## config.mk

```make
export PLATFORM = sky130hd
export DESIGN_NAME = mc_ctrl_flat
export DESIGN_NICKNAME = d
export VERILOG_FILES = /design/src/rtl/mc_pkg.sv /design/src/rtl/mc_if.sv /design/src/rtl/mc_decode.sv /design/src/rtl/mc_ctrl.sv /design/src/flat_wrapper.sv
export SDC_FILE = /design/constraint.sdc
export NUM_CORES = 1
export LEC_CHECK = 0
export ABC_AREA = 0
export CAP_MARGIN = 10
export CORE_ASPECT_RATIO = 1.1
export CORE_MARGIN = 3
export CORE_UTILIZATION = 50
export CTS_CLUSTER_SIZE = 28
export DETAILED_ROUTE_END_ITERATION = 12
export HOLD_SLACK_MARGIN = 0.05
export PLACE_DENSITY_LB_ADDON = 0.3
export SYNTH_ARGS = -nofsm -noshare
export SYNTH_HDL_FRONTEND = slang
export SYNTH_SLANG_ARGS = --single-unit
```

## constraint.sdc

```tcl
create_clock -name clk -period 7.3 [get_ports clk]
set_input_delay 2.19 -clock clk [delete_from_list [all_inputs] [get_ports clk]]
set_output_delay 2.19 -clock clk [all_outputs]
set_load 0.03 [all_outputs]
```

## src/rtl/mc_pkg.sv

```systemverilog
// Shared encodings for the multi-cycle MIPS-subset controller.
// States, opcode/funct values, datapath select codes, instruction class bundle.
package mc_pkg;

   typedef enum logic [2:0] {
      S_FETCH  = 3'd0,
      S_DECODE = 3'd1,
      S_EXEC   = 3'd2,
      S_MEM    = 3'd3,
      S_WB     = 3'd4
   } state_t;

   localparam logic [5:0] OP_RTYPE = 6'b000000;
   localparam logic [5:0] OP_ORI   = 6'b001101;
   localparam logic [5:0] OP_LW    = 6'b100011;
   localparam logic [5:0] OP_SW    = 6'b101011;
   localparam logic [5:0] OP_BEQ   = 6'b000100;
   localparam logic [5:0] OP_LUI   = 6'b001111;
   localparam logic [5:0] OP_J     = 6'b000010;
   localparam logic [5:0] OP_JAL   = 6'b000011;

   localparam logic [5:0] FN_ADDU  = 6'b100001;
   localparam logic [5:0] FN_SUBU  = 6'b100011;
   localparam logic [5:0] FN_JR    = 6'b001000;

   localparam logic [2:0] ALU_ADD  = 3'd0;
   localparam logic [2:0] ALU_SUB  = 3'd1;
   localparam logic [2:0] ALU_OR   = 3'd2;
   localparam logic [2:0] ALU_LUI  = 3'd3;

   localparam logic [1:0] DST_RT   = 2'd0;
   localparam logic [1:0] DST_RD   = 2'd1;
   localparam logic [1:0] DST_RA   = 2'd2;

   localparam logic [1:0] WB_ALU   = 2'd0;
   localparam logic [1:0] WB_MEM   = 2'd1;
   localparam logic [1:0] WB_PC4   = 2'd2;

   typedef struct packed {
      logic addu;
      logic subu;
      logic ori;
      logic lw;
      logic sw;
      logic beq;
      logic lui;
      logic j;
      logic jal;
      logic jr;
   } ins_t;

endpackage

```

## src/rtl/mc_if.sv

```systemverilog
// Controller <-> datapath/memory bundle.
// master = controller side, slave = datapath/memory side.
interface mc_if #(
   parameter int RETIRE_W = 32
);
   logic [5:0]          opcode;
   logic [5:0]          funct;
   logic                imem_rdy;
   logic                dmem_rdy;
   logic                pc_en;
   logic                ir_we;
   logic                nPC_sel;
   logic                j;
   logic                jal;
   logic                jr;
   logic                reg_we;
   logic [1:0]          reg_dst;
   logic                alu_src;
   logic                ext_op;
   logic [2:0]          alu_op;
   logic [1:0]          mem_to_reg;
   logic                dmem_req;
   logic                dmem_we;
   logic                illegal;
   logic [2:0]          state_o;
   logic [RETIRE_W-1:0] retired;

   modport master (
      input  opcode, funct, imem_rdy, dmem_rdy,
      output pc_en, ir_we, nPC_sel, j, jal, jr,
      output reg_we, reg_dst, alu_src, ext_op,
      output alu_op, mem_to_reg, dmem_req, dmem_we,
      output illegal, state_o, retired
   );

   modport slave (
      output opcode, funct, imem_rdy, dmem_rdy,
      input  pc_en, ir_we, nPC_sel, j, jal, jr,
      input  reg_we, reg_dst, alu_src, ext_op,
      input  alu_op, mem_to_reg, dmem_req, dmem_we,
      input  illegal, state_o, retired
   );
endinterface

```

## src/rtl/mc_decode.sv

```systemverilog
// Combinational opcode/funct decoder.
// Produces a one-hot instruction class; no match flags illegal.
module mc_decode
   import mc_pkg::*;
(
   input  logic [5:0] opcode,
   input  logic [5:0] funct,
   output ins_t       ins,
   output logic       illegal
);

   always_comb begin
      ins = '0;
      unique case (opcode)
         OP_RTYPE: begin
            unique case (funct)
               FN_ADDU: ins.addu = 1'b1;
               FN_SUBU: ins.subu = 1'b1;
               FN_JR:   ins.jr   = 1'b1;
               default: ;
            endcase
         end
         OP_ORI:  ins.ori = 1'b1;
         OP_LW:   ins.lw  = 1'b1;
         OP_SW:   ins.sw  = 1'b1;
         OP_BEQ:  ins.beq = 1'b1;
         OP_LUI:  ins.lui = 1'b1;
         OP_J:    ins.j   = 1'b1;
         OP_JAL:  ins.jal = 1'b1;
         default: ;
      endcase
   end

   assign illegal = (ins == '0);

endmodule

```

## src/rtl/mc_ctrl.sv

```systemverilog
// Multi-cycle control FSM for the 10-instruction MIPS subset.
// One pc_en pulse per instruction, issued in its final state.
module mc_ctrl
   import mc_pkg::*;
#(
   parameter int RETIRE_W = 32
) (
   input  logic clk,
   input  logic reset,
   mc_if.master bus
);

   state_t              state;
   state_t              state_n;
   ins_t                ins;
   logic                dec_ill;
   logic                done;
   logic                in_alu;
   logic [RETIRE_W-1:0] retired_q;

   mc_decode u_dec (
      .opcode  (bus.opcode),
      .funct   (bus.funct),
      .ins     (ins),
      .illegal (dec_ill)
   );

   always_ff @(posedge clk) begin
      if (reset) begin
         state     <= S_FETCH;
         retired_q <= '0;
      end else begin
         state <= state_n;
         if (done)
            retired_q <= retired_q + RETIRE_W'(1);
      end
   end

   assign bus.state_o = state;
   assign bus.retired = retired_q;

   // ALU selects stay stable from EXEC until the instruction leaves WB
   assign in_alu = (state == S_EXEC) ||
                   (state == S_MEM)  ||
                   (state == S_WB);

   always_comb begin
      bus.alu_op  = ALU_ADD;
      bus.alu_src = 1'b0;
      bus.ext_op  = 1'b0;
      if (in_alu) begin
         unique case (1'b1)
            ins.subu,
            ins.beq: bus.alu_op = ALU_SUB;
            ins.ori: begin
               bus.alu_op  = ALU_OR;
               bus.alu_src = 1'b1;
            end
            ins.lui: begin
               bus.alu_op  = ALU_LUI;
               bus.alu_src = 1'b1;
            end
            ins.lw,
            ins.sw: begin
               bus.alu_src = 1'b1;
               bus.ext_op  = 1'b1;
            end
            default: ;
         endcase
      end
   end

   always_comb begin
      state_n        = state;
      done           = 1'b0;
      bus.pc_en      = 1'b0;
      bus.ir_we      = 1'b0;
      bus.nPC_sel    = 1'b0;
      bus.j          = 1'b0;
      bus.jal        = 1'b0;
      bus.jr         = 1'b0;
      bus.reg_we     = 1'b0;
      bus.reg_dst    = DST_RT;
      bus.mem_to_reg = WB_ALU;
      bus.dmem_req   = 1'b0;
      bus.dmem_we    = 1'b0;
      bus.illegal    = 1'b0;

      case (state)
         S_FETCH: begin
            if (bus.imem_rdy) begin
               bus.ir_we = 1'b1;
               state_n   = S_DECODE;
            end
         end
         S_DECODE: begin
            unique case (1'b1)
               dec_ill: begin
                  bus.illegal = 1'b1;
                  bus.pc_en   = 1'b1;
                  state_n     = S_FETCH;
               end
               ins.j: begin
                  bus.j = 1'b1;
                  done  = 1'b1;
               end
               ins.jal: begin
                  bus.jal        = 1'b1;
                  bus.reg_we     = 1'b1;
                  bus.reg_dst    = DST_RA;
                  bus.mem_to_reg = WB_PC4;
                  done           = 1'b1;
               end
               ins.jr: begin
                  bus.jr = 1'b1;
                  done   = 1'b1;
               end
               default: state_n = S_EXEC;
            endcase
         end
         S_EXEC: begin
            unique case (1'b1)
               ins.beq: begin
                  bus.nPC_sel = 1'b1;
                  done        = 1'b1;
               end
               ins.lw,
               ins.sw:  state_n = S_MEM;
               default: state_n = S_WB;
            endcase
         end
         S_MEM: begin
            bus.dmem_req = 1'b1;
            bus.dmem_we  = ins.sw;
            if (bus.dmem_rdy) begin
               if (ins.sw)
                  done = 1'b1;
               else
                  state_n = S_WB;
            end
         end
         S_WB: begin
            bus.reg_we = 1'b1;
            if (ins.addu || ins.subu)
               bus.reg_dst = DST_RD;
            if (ins.lw)
               bus.mem_to_reg = WB_MEM;
            done = 1'b1;
         end
         default: state_n = S_FETCH;
      endcase

      if (done) begin
         bus.pc_en = 1'b1;
         state_n   = S_FETCH;
      end

      // Reset wins combinationally so an abandoned instruction writes nothing
      if (reset) begin
         done         = 1'b0;
         state_n      = S_FETCH;
         bus.pc_en    = 1'b0;
         bus.ir_we    = 1'b0;
         bus.nPC_sel  = 1'b0;
         bus.j        = 1'b0;
         bus.jal      = 1'b0;
         bus.jr       = 1'b0;
         bus.reg_we   = 1'b0;
         bus.dmem_req = 1'b0;
         bus.dmem_we  = 1'b0;
         bus.illegal  = 1'b0;
      end
   end

endmodule

```

## src/flat_wrapper.sv

```systemverilog
// flat-port wrapper written by rule: the top's interface ports become plain ports
module mc_ctrl_flat import mc_pkg::*;
#(
   parameter int RETIRE_W = 32
)
  (clk, reset, bus_opcode, bus_funct, bus_imem_rdy, bus_dmem_rdy, bus_pc_en, bus_ir_we, bus_nPC_sel, bus_j, bus_jal, bus_jr, bus_reg_we, bus_reg_dst, bus_alu_src, bus_ext_op, bus_alu_op, bus_mem_to_reg, bus_dmem_req, bus_dmem_we, bus_illegal, bus_state_o, bus_retired);
  mc_if #(.RETIRE_W(RETIRE_W)) bus_i ();
  input  logic clk;
  input  logic reset;
  input wire logic [$bits(bus_i.opcode)-1:0] bus_opcode;
  input wire logic [$bits(bus_i.funct)-1:0] bus_funct;
  input wire logic [$bits(bus_i.imem_rdy)-1:0] bus_imem_rdy;
  input wire logic [$bits(bus_i.dmem_rdy)-1:0] bus_dmem_rdy;
  output wire logic [$bits(bus_i.pc_en)-1:0] bus_pc_en;
  output wire logic [$bits(bus_i.ir_we)-1:0] bus_ir_we;
  output wire logic [$bits(bus_i.nPC_sel)-1:0] bus_nPC_sel;
  output wire logic [$bits(bus_i.j)-1:0] bus_j;
  output wire logic [$bits(bus_i.jal)-1:0] bus_jal;
  output wire logic [$bits(bus_i.jr)-1:0] bus_jr;
  output wire logic [$bits(bus_i.reg_we)-1:0] bus_reg_we;
  output wire logic [$bits(bus_i.reg_dst)-1:0] bus_reg_dst;
  output wire logic [$bits(bus_i.alu_src)-1:0] bus_alu_src;
  output wire logic [$bits(bus_i.ext_op)-1:0] bus_ext_op;
  output wire logic [$bits(bus_i.alu_op)-1:0] bus_alu_op;
  output wire logic [$bits(bus_i.mem_to_reg)-1:0] bus_mem_to_reg;
  output wire logic [$bits(bus_i.dmem_req)-1:0] bus_dmem_req;
  output wire logic [$bits(bus_i.dmem_we)-1:0] bus_dmem_we;
  output wire logic [$bits(bus_i.illegal)-1:0] bus_illegal;
  output wire logic [$bits(bus_i.state_o)-1:0] bus_state_o;
  output wire logic [$bits(bus_i.retired)-1:0] bus_retired;
  assign bus_i.opcode = bus_opcode;
  assign bus_i.funct = bus_funct;
  assign bus_i.imem_rdy = bus_imem_rdy;
  assign bus_i.dmem_rdy = bus_dmem_rdy;
  assign bus_pc_en = bus_i.pc_en;
  assign bus_ir_we = bus_i.ir_we;
  assign bus_nPC_sel = bus_i.nPC_sel;
  assign bus_j = bus_i.j;
  assign bus_jal = bus_i.jal;
  assign bus_jr = bus_i.jr;
  assign bus_reg_we = bus_i.reg_we;
  assign bus_reg_dst = bus_i.reg_dst;
  assign bus_alu_src = bus_i.alu_src;
  assign bus_ext_op = bus_i.ext_op;
  assign bus_alu_op = bus_i.alu_op;
  assign bus_mem_to_reg = bus_i.mem_to_reg;
  assign bus_dmem_req = bus_i.dmem_req;
  assign bus_dmem_we = bus_i.dmem_we;
  assign bus_illegal = bus_i.illegal;
  assign bus_state_o = bus_i.state_o;
  assign bus_retired = bus_i.retired;
  mc_ctrl #(.RETIRE_W(RETIRE_W)) u_core (.clk(clk), .reset(reset), .bus(bus_i));
endmodule
```

* Word level (Yosys, flattened, before mapping) *
Cells that the tools add are included.

word-level totals
  register bits after elaboration = 35
  bits of input ports = 16
  logic and storage cells = 95

cells by class
  add/sub/neg operators = 1
  equality and inequality tests = 19
  mux-type cells = 60
  bitwise gates (word level) = 1
  reduce and logical (&&, ||, !) cells = 12

operators by type and width
  kind                     count
  $mux W1                  46
  $add A32 B1 Y32 const B  1
  $eq A6 B6 Y1 const B     4
  $eq A6 B4 Y1 const B     3
  $pmux W3 S5              1
  $eq A6 B2 Y1 const B     2
  $pmux W3 S2              2
  $logic_not A10 Y1        1
  $ne A2 B2 Y1 const B     5
  $mux W3                  3
  $pmux W2 S2              2
  $eq A3 B2 Y1 const B     2
  $eq A6 B3 Y1 const B     1
  $logic_not A6 Y1         1
  $mux W2                  3
  $pmux W2 S3              1
  $reduce_and A6 Y1        1
  $reduce_or A2 Y1         3
  $pmux W1 S4              1
  $reduce_or A4 Y1         1
  $eq A3 B1 Y1 const B     1
  $eq A3 B3 Y1 const B     1
  $logic_not A3 Y1         1
  $logic_or A1 B1 Y1       3
  3 further kinds          3

* Logic depth before layout (Yosys ltp) *
Gate-level depths: netlist (run 1).

  word-level depth = 8
  mapped depth = 8
  mapped depth without buffers = 5

* By module *
Synthesis (run 1) repeated with hierarchy kept, for this count alone.

unflattened totals
  cell total of the unflattened synthesis = 281
  area, all modules = 2,255.9 um2

modules (own cells, without submodules)
  module     times used  cells each  area an instance (um2)
  mc_ctrl    1           248         2,050.7
  mc_decode  1           33          205.2

* Least setup slack after synthesis (run 1) *
No wires, ideal clock.

  path type = input-to-output
  start = in bus_funct[2]
  end = out bus_jr
  arrival = 4,036 ps
  slack = 1,074 ps
  cell stages on the path = 3
  buffers on the path = 0
  cell sequence = or4_4 > or2_2 > nor4_1

on the way
  longest elaborated chain between the ends = 6

ends and longest elaborated chain
  what                line                text
  start: declaration  flat_wrapper.sv:11  input wire logic [$bits(bus_i.funct)-1:0] bus_funct;
  $eq A6 B4 Y1        mc_decode.sv:16     unique case (funct)
  $mux W1             mc_decode.sv:16
  $mux W1             mc_decode.sv:14     unique case (opcode)
  $mux W1             mc_ctrl.sv:97       unique case (1'b1)
  $mux W1             mc_ctrl.sv:89       case (state)
  $mux W1             mc_ctrl.sv:159      if (reset) begin
  end: declaration    flat_wrapper.sv:19  output wire logic [$bits(bus_i.jr)-1:0] bus_jr;

Every way passes these cells.

* Worst setup path after layout (run 1) *
  start = in bus_opcode[1]
  end = out bus_alu_op[0]

on the way
  longest elaborated chain between the ends = 5
  elaborated cells on any way between the ends = 11

ends and longest elaborated chain
  what                                              line                text
  start: declaration                                flat_wrapper.sv:10  input wire logic [$bits(bus_i.opcode)-1:0] bus_opcode;
  $eq A6 B3 Y1 or $logic_not A6 Y1 (tied branches)  mc_decode.sv:14
  $mux W1 or $mux W2 (tied branches)                mc_decode.sv:14
  $reduce_or A2 Y1                                  mc_ctrl.sv:52       unique case (1'b1)
  $pmux W2 S3 (*)                                   mc_ctrl.sv:52
  $mux W2 (*)                                       mc_ctrl.sv:51       if (in_alu) begin
  end: declaration                                  flat_wrapper.sv:24  output wire logic [$bits(bus_i.alu_op)-1:0] bus_alu_op;

Every way passes the cells marked *; elsewhere a longest branch is shown, timed or not.

==> impl_metrics.csv, run 1 <==
group,metric,value,unit
critical_path,regToRegStartpoint,"u_core.bus.retired[2]",
route,wl_per_cell,14.9,microns
yosys,yosys_reg_bits,35,
sta,setup_viol,0,
clock_tree,clkTransAtPathRegs,0.07,ns
yosys,synth_warnings,0,
place,gp_congestion,0.852,
yosys,mappedNetlistNets,305,
floorplanning,io_pins,70,
grt,gr-usage-all-layers,22.5,%
yosys,asyncSetResetFlopFracSynth,0,%
critical_path,worstPathCellList,"clkdlybuf4s50_1 > or4_4 > or2_2 > nor3_1 > nand2_1 > a21oi_1 > clkdlybuf4s50_1",
sta,final_max_slew_viol_count,0,
yosys,synth_flop_cell,"sky130_fd_sc_hd__dfxtp_1",
sta,finClkSkew,0.00890,ns
critical_path,setup.worst_path.end_class,"primary output",
worst_hold_path,hold_path.startpoint,"u_core.bus.retired[5]",
flow_run,max_cap_viol_count,0,
power_and_ir_drop,max-vdd-ir-drop,0.152,mV
floorplanning,die_area,5410,sq um
route,met1_length,2520,microns
cells_and_area,seqCellArea,701,sq um
yosys,share_of_the_yosys_chip_area_belonging_to_registers,30.7,%
yosys,synth_top_area_cells,"sky130_fd_sc_hd__dfxtp_1 (31%), sky130_fd_sc_hd__mux2_2 (7.9%), sky130_fd_sc_hd__nor2_1 (4.9%)",
critical_path,crit_type,"in2out",
sta,worst_hold_slack,0.503,ns
yosys,synth_commonest_cells,"sky130_fd_sc_hd__dfxtp_1 (35), sky130_fd_sc_hd__nor2_1 (30), sky130_fd_sc_hd__a21oi_1 (21)",
clock_tree,post-cts-setup-buffers,0,
cells_and_area,synthToLayoutAreaGrowth,33.7,%
clock_tree,numClockSinks,35,
route,post-route-drc-count,0,
floorplanning,placementRows,25,
clock_tree,clkLatencyLatePin,0.29,ns
clock_tree,cts.htree.levels,2,
clock_tree,cts.hold.buffers_added,0,
cells_and_area,fraction_of_final_layout_cells_with_drive_strength_greater_than_1,10.2,%
critical_path,r2r_slack,4.74,ns
place,placedCellCount,390,
grt,largest_net_degree_at_the_start_of_global_routing,48,
sta,unrepaired_setup_endpoints_after_global_routing,"no",
critical_path,cp_data_required_time,5.11,ns
critical_path,worst-r2r-cell-count,5,
floorplanning,die_wd,70.4,microns
route,route.met3.wl,387,microns
grt,grt_overflow,0,
grt,antenna_found_initial,0,
route,vias_per_cell,6.02,
place,numPortBuffers,68,
cells_and_area,nFillCells,380,
yosys,synth_area,2280,sq um
cells_and_area,combined_area_of_the_multi_input_logic_cells,1470,sq um
sta,max-slew-margin-rel,63.6,%
route,route.vias.total,2390,
route,postRouteAntennaNets,0,
critical_path,max_stage_delay,0.68,ns
clock_tree,cts_resized,0,
sta,hold_violations,0,
critical_path,crit_path_top_delay_cell,"sky130_fd_sc_hd__clkdlybuf4s50_1",
floorplanning,core-area,4350,sq um
run_status,outcome,"complete, no violations",
floorplanning,dieHeight,76.9,microns
route,top_layer_used,"met4",
worst_hold_path,min_delay_worst_endpoint,"u_core.bus.retired[5]",
yosys,synthDominantCellAreaShare,30.7,%
clock_tree,clockBufferDepth,2,
clock_tree,numCtsBuffers,5,
yosys,post-synth-top-count-cell,"sky130_fd_sc_hd__dfxtp_1",
sta,worst-slew-pin-transition,0.544,ns
critical_path,r2r-end,"u_core.bus.retired[30]",
floorplanning,initial_utilization,52.5,%
route,dr.first_iter.drc_count,144,
route,drtPass1Iterations,4,
grt,grt_pass1_vias,2264,
sta,timing.setup.tns,0,ns
sta,fin_crit,6.79,ns
route,route.final.wire_length,5900,microns
clock_tree,cts.root.buffer_cell,"sky130_fd_sc_hd__clkbuf_8",
place,dp_hpwl,4240,microns
critical_path,worst-endpoint-arrival,4.60,ns
yosys,synthesis.instances,288,
cells_and_area,finish.cell_count_without_fillers,397,
cells_and_area,num-nets-final,360,
critical_path,cp-start-kind,"input port",
route,met2_wirelength,2910,microns
power_and_ir_drop,leakage,1.02,nW
power_and_ir_drop,power-per-cell-area,134,nW/um^2
yosys,synthesis.area_per_instance,7.93,sq um
worst_hold_path,worstHoldPathType,"reg2reg",
critical_path,worstPathMaxFanout,7,
sta,fraction_of_the_cycle_the_final_worst_path_needs,93.0,%
sta,fmax,0.147,GHz
grt,grt_pass1_wl,10100,microns
worst_hold_path,min_path_cells,2,
yosys,synth-edff-count,0,
yosys,netlist.top_cell.by_area,"sky130_fd_sc_hd__dfxtp_1",
cells_and_area,antennaDiodeCount,0,
critical_path,critical-path-top-cell-by-count,"sky130_fd_sc_hd__clkdlybuf4s50_1",
clock_tree,tritoncts,"built",
yosys,synth_cell_types,51,
==> through the flow <==
step	util [%]	total power, mW	setup slack (ns)	instance area (sq um)
2_1_floorplan	-	0.227	1.07	2280
3_3_place_gp	67.9	0.245	0.523	2950
3_5_place_dp	67.9	0.246	0.497	2950
4_1_cts	70.2	0.413	0.494	3050
5_1_grt	70.2	0.425	0.341	3050
6_report	70.2	0.410	0.513	3050
==> cells by family (layout without fill, tap and decap cells) <==
family / Yosys count / after routing / synth area share (%)
and+or+nand+nor: 154 / 154 / 39.9
AOI/OAI and AO/OA: 50 / 50 / 14.3
DFF: 35 / 35 / 30.7
buffers and inverters: 29 / 84 / 5.64
muxes: 17 / 17 / 8.33
adders and majority gates: 1 / 1 / 0.548
other: 1 / 1 / 0.164
xor gates and xnor gates: 1 / 1 / 0.384
==> registers in the layout, indices dropped and copies added (netlist names) <==
name and count:
u_core.bus.retired 32, u_core.bus.state_o 3
==> power by group <==
part           switching (mW)  internal (mW)
clock                  0.0685          0.100
sequential            0.00293          0.192
combinational          0.0268         0.0201
==> how the worst max path moves through the flow <==
stage | startpoint | to | slack, ns | depth (start not counted)
2_1_floorplan | bus_funct[2] | bus_jr | 1.07 | 3
3_3_place_gp | bus_opcode[1] | bus_alu_op[0] | 0.52 | 7
3_5_place_dp | bus_opcode[1] | bus_alu_op[0] | 0.50 | 7
4_1_cts | bus_opcode[1] | bus_alu_op[0] | 0.49 | 7
5_1_grt | bus_opcode[1] | bus_alu_op[0] | 0.34 | 7
6_report | bus_opcode[1] | bus_alu_op[0] | 0.51 | 7
==> cell usage in the layout, fill, tap and decap left out, types with 2 or more instances in the layout <==
cell type and count:
sky130_fd_sc_hd__a21oi_1 21, sky130_fd_sc_hd__and2_1 4, sky130_fd_sc_hd__and3_1 3, sky130_fd_sc_hd__and4_1 4, sky130_fd_sc_hd__buf_4 2, sky130_fd_sc_hd__clkbuf_8 5
sky130_fd_sc_hd__clkdlybuf4s50_1 67, sky130_fd_sc_hd__dfxtp_1 35, sky130_fd_sc_hd__inv_1 7, sky130_fd_sc_hd__mux2_2 16, sky130_fd_sc_hd__nand2_1 14, sky130_fd_sc_hd__nand2b_1 2
sky130_fd_sc_hd__nand3_1 12, sky130_fd_sc_hd__nand4_1 10, sky130_fd_sc_hd__nand4b_1 3, sky130_fd_sc_hd__nor2_1 30, sky130_fd_sc_hd__nor2b_1 18, sky130_fd_sc_hd__nor3_1 10
sky130_fd_sc_hd__nor3b_1 2, sky130_fd_sc_hd__nor4_1 11, sky130_fd_sc_hd__o21ai_0 10, sky130_fd_sc_hd__o31ai_1 9, sky130_fd_sc_hd__or2_2 2, sky130_fd_sc_hd__or3_1 7
sky130_fd_sc_hd__or4_1 10, sky130_fd_sc_hd__or4b_1 2
==> metal layers <==
metal,track usage [%],up-vias
met2,37.5,86
met5,0,-
met4,8.62,0
li1,-,1181
met1,28.2,1113
met3,4.46,10
==> critical path, delay by kind of cell <==
kind / cells / cell delay, ns
AOI/OAI and AO/OA: 1 / 0.14
buffers and inverters: 2 / 1.18
and+or+nand+nor: 4 / 1.09
==> area by class of cell <==
cell class              count  area share, %
repair buffers             70           22.6
well taps                  54           2.21
inverters                   7          0.861
multi-input cells         224           48.0
flip-flops and latches     35           23.0
clock buffers               6           2.38
clock inverters             1          0.984
Note: power is estimated with default switching activity, not from simulation.
==> run 2, diff against run 1 <==
Settings changed: SKIP_CTS_REPAIR_TIMING set to 1.
==> results of run 2 <==
The final DEF is identical to that of run 1; final timing and power are the same.
==> run 3, diff against run 2 <==
Settings changed: GPL_TIMING_DRIVEN set to 1.
Clock period 7.3 ns to 8.2 ns, I/O delays scaled along.
==> impl_metrics.csv, run 3 (synthesis results as in run 1) <==
group,metric,value,unit
sta,hold_violations,0,
sta,fraction_of_the_cycle_the_final_worst_path_needs,89.7,%
place,placedCellCount,390,
cells_and_area,antennaDiodeCount,0,
place,numPortBuffers,68,
grt,largest_net_degree_at_the_start_of_global_routing,48,
route,route.vias.total,2405,
floorplanning,die_area,5410,sq um
cells_and_area,num-nets-final,360,
grt,grt_pass1_wl,10100,microns
critical_path,crit_type,"in2out",
power_and_ir_drop,power.switching_fraction,25.4,%
power_and_ir_drop,combinationalPowerShare,12.8,%
route,wl_per_cell,14.7,microns
cells_and_area,layout.cells.most_common,"sky130_fd_sc_hd__clkdlybuf4s50_1",
sta,fin_crit,7.36,ns
floorplanning,die_wd,70.4,microns
route,dr.first_iter.drc_count,238,
power_and_ir_drop,leakage,1.01,nW
sta,finalWorstSetupSlack,0.843,ns
grt,grt_overflow,0,
floorplanning,io_pins,70,
grt,antenna_found_initial,0,
grt,grt_pass1_vias,2274,
cells_and_area,synthToLayoutAreaGrowth,32.4,%
route,vias_per_cell,6.07,
critical_path,cp-start-kind,"input port",
cells_and_area,fin_util,69.5,%
floorplanning,dieHeight,76.9,microns
critical_path,cp_data_required_time,5.74,ns
sta,max-slew-margin-rel,62.7,%
route,route.final.wire_length,5830,microns
route,postRouteAntennaNets,0,
sta,fmax,0.136,GHz
clock_tree,clkLatencyLatePin,0.28,ns
clock_tree,cts.htree.levels,2,
critical_path,setup.worst_path.end_class,"primary output",
place,worst_setup_slack_post_dpl,0.854,ns
power_and_ir_drop,max-vdd-ir-drop,0.0594,mV
place,dp_hpwl,4260,microns
critical_path,worst-endpoint-arrival,4.90,ns
sta,final_max_slew_viol_count,0,
route,drtPass1Iterations,4,
clock_tree,numClockSinks,35,
sta,unrepaired_setup_endpoints_after_global_routing,"no",
route,post-route-drc-count,0,
worst_hold_path,worstHoldPathType,"reg2reg",
run_status,outcome,"complete, no violations",
power_and_ir_drop,power-per-cell-area,109,nW/um^2
grt,gr-usage-all-layers,22.2,%
floorplanning,initial_utilization,52.5,%
clock_tree,cts.root.buffer_cell,"sky130_fd_sc_hd__clkbuf_8",
power_and_ir_drop,power_frac_seq,52.8,%
floorplanning,core-area,4350,sq um
cells_and_area,most-common-layout-cells,"sky130_fd_sc_hd__clkdlybuf4s50_1 (67), sky130_fd_sc_hd__dfxtp_1 (35), sky130_fd_sc_hd__nor2_1 (30)",
sta,finClkSkew,0.00385,ns
clock_tree,tritoncts,"built",
critical_path,worstPathMaxFanout,7,
place,gp_congestion,0.850,
sta,setup_viol,0,
flow_run,max_cap_viol_count,0,
cells_and_area,fraction_of_final_layout_cells_with_drive_strength_greater_than_1,9.94,%
power_and_ir_drop,power_frac_clock,34.4,%
cells_and_area,largest_register_ff_count,32,
sta,worst-slew-pin-transition,0.558,ns
power_and_ir_drop,total_switching_power,83.5,uW
clock_tree,clockBufferDepth,2,
power_and_ir_drop,int_power,245,uW
clock_tree,numCtsBuffers,5,
clock_tree,clkTransAtPathRegs,0.06,ns
sta,timing.setup.tns,0,ns
cells_and_area,finish.cell_count_without_fillers,396,
floorplanning,placementRows,25,
run 3: cell count changes in the layout (fill, tap and decap cells not counted), sizes merged:
cell / before / now
bufinv: 1 / 0
run 3: critical path, stage by stage:
cell                              delay (ns)
sky130_fd_sc_hd__clkdlybuf4s50_1        0.51
sky130_fd_sc_hd__or4_4                  0.55
sky130_fd_sc_hd__or2_2                  0.31
sky130_fd_sc_hd__nor3_1                 0.14
sky130_fd_sc_hd__nand2_1                0.09
sky130_fd_sc_hd__a21oi_1                0.14
sky130_fd_sc_hd__clkdlybuf4s50_1        0.68
run 3: final timing paths:
path                         startpoint  slack, ns  cells past startpoint                endpoint
setup / recovery          bus_opcode[1]       0.84                      7           bus_alu_op[0]
hold / removal    u_core.bus.retired[5]       0.50                      2   u_core.bus.retired[5]
setup reg to reg  u_core.bus.state_o[0]       5.61                      6  u_core.bus.retired[25]
hold reg to reg   u_core.bus.retired[5]       0.50                      2   u_core.bus.retired[5]
run 3: cell type report:
cell class                      instances  area, sq um
Timing Repair Buffer                   70          691
Fill cell                             391         1330
Multi-Input combinational cell        224         1470
Clock buffer                            6         72.6
Inverter                                7         26.3
Sequential cell                        35          701
Tap cell                               54         67.6
run 3: metrics by stage:
step | cell area (sq um) | hold slack [ns] | power, mW
after floorplan | 2280 | 0.610 | 0.202
after global placement | 2950 | 0.475 | 0.218
after detailed placement | 2950 | 0.485 | 0.219
after CTS | 3020 | 0.497 | 0.331
after global routing | 3020 | 0.554 | 0.343
final | 3020 | 0.498 | 0.329
run 3: metal layers:
metal | vias up | part of all wire (%) | track usage, %
met3 | 11 | 5.1 | 4.06
li1 | 1176 | - | -
met4 | 0 | 1.8 | 8.62
met1 | 1141 | 45 | 28.9
met5 | - | 0 | 0
met2 | 77 | 48 | 36.1
run 3: power groups by stage:
stage	sequential [mW]	combinational, mW	clock, mW
2_1_floorplan	0.177	0.0246	0
3_3_place_gp	0.177	0.0410	0
3_5_place_dp	0.177	0.0416	0
4_1_cts	0.174	0.0418	0.116
5_1_grt	0.174	0.0457	0.124
6_report	0.174	0.0421	0.113
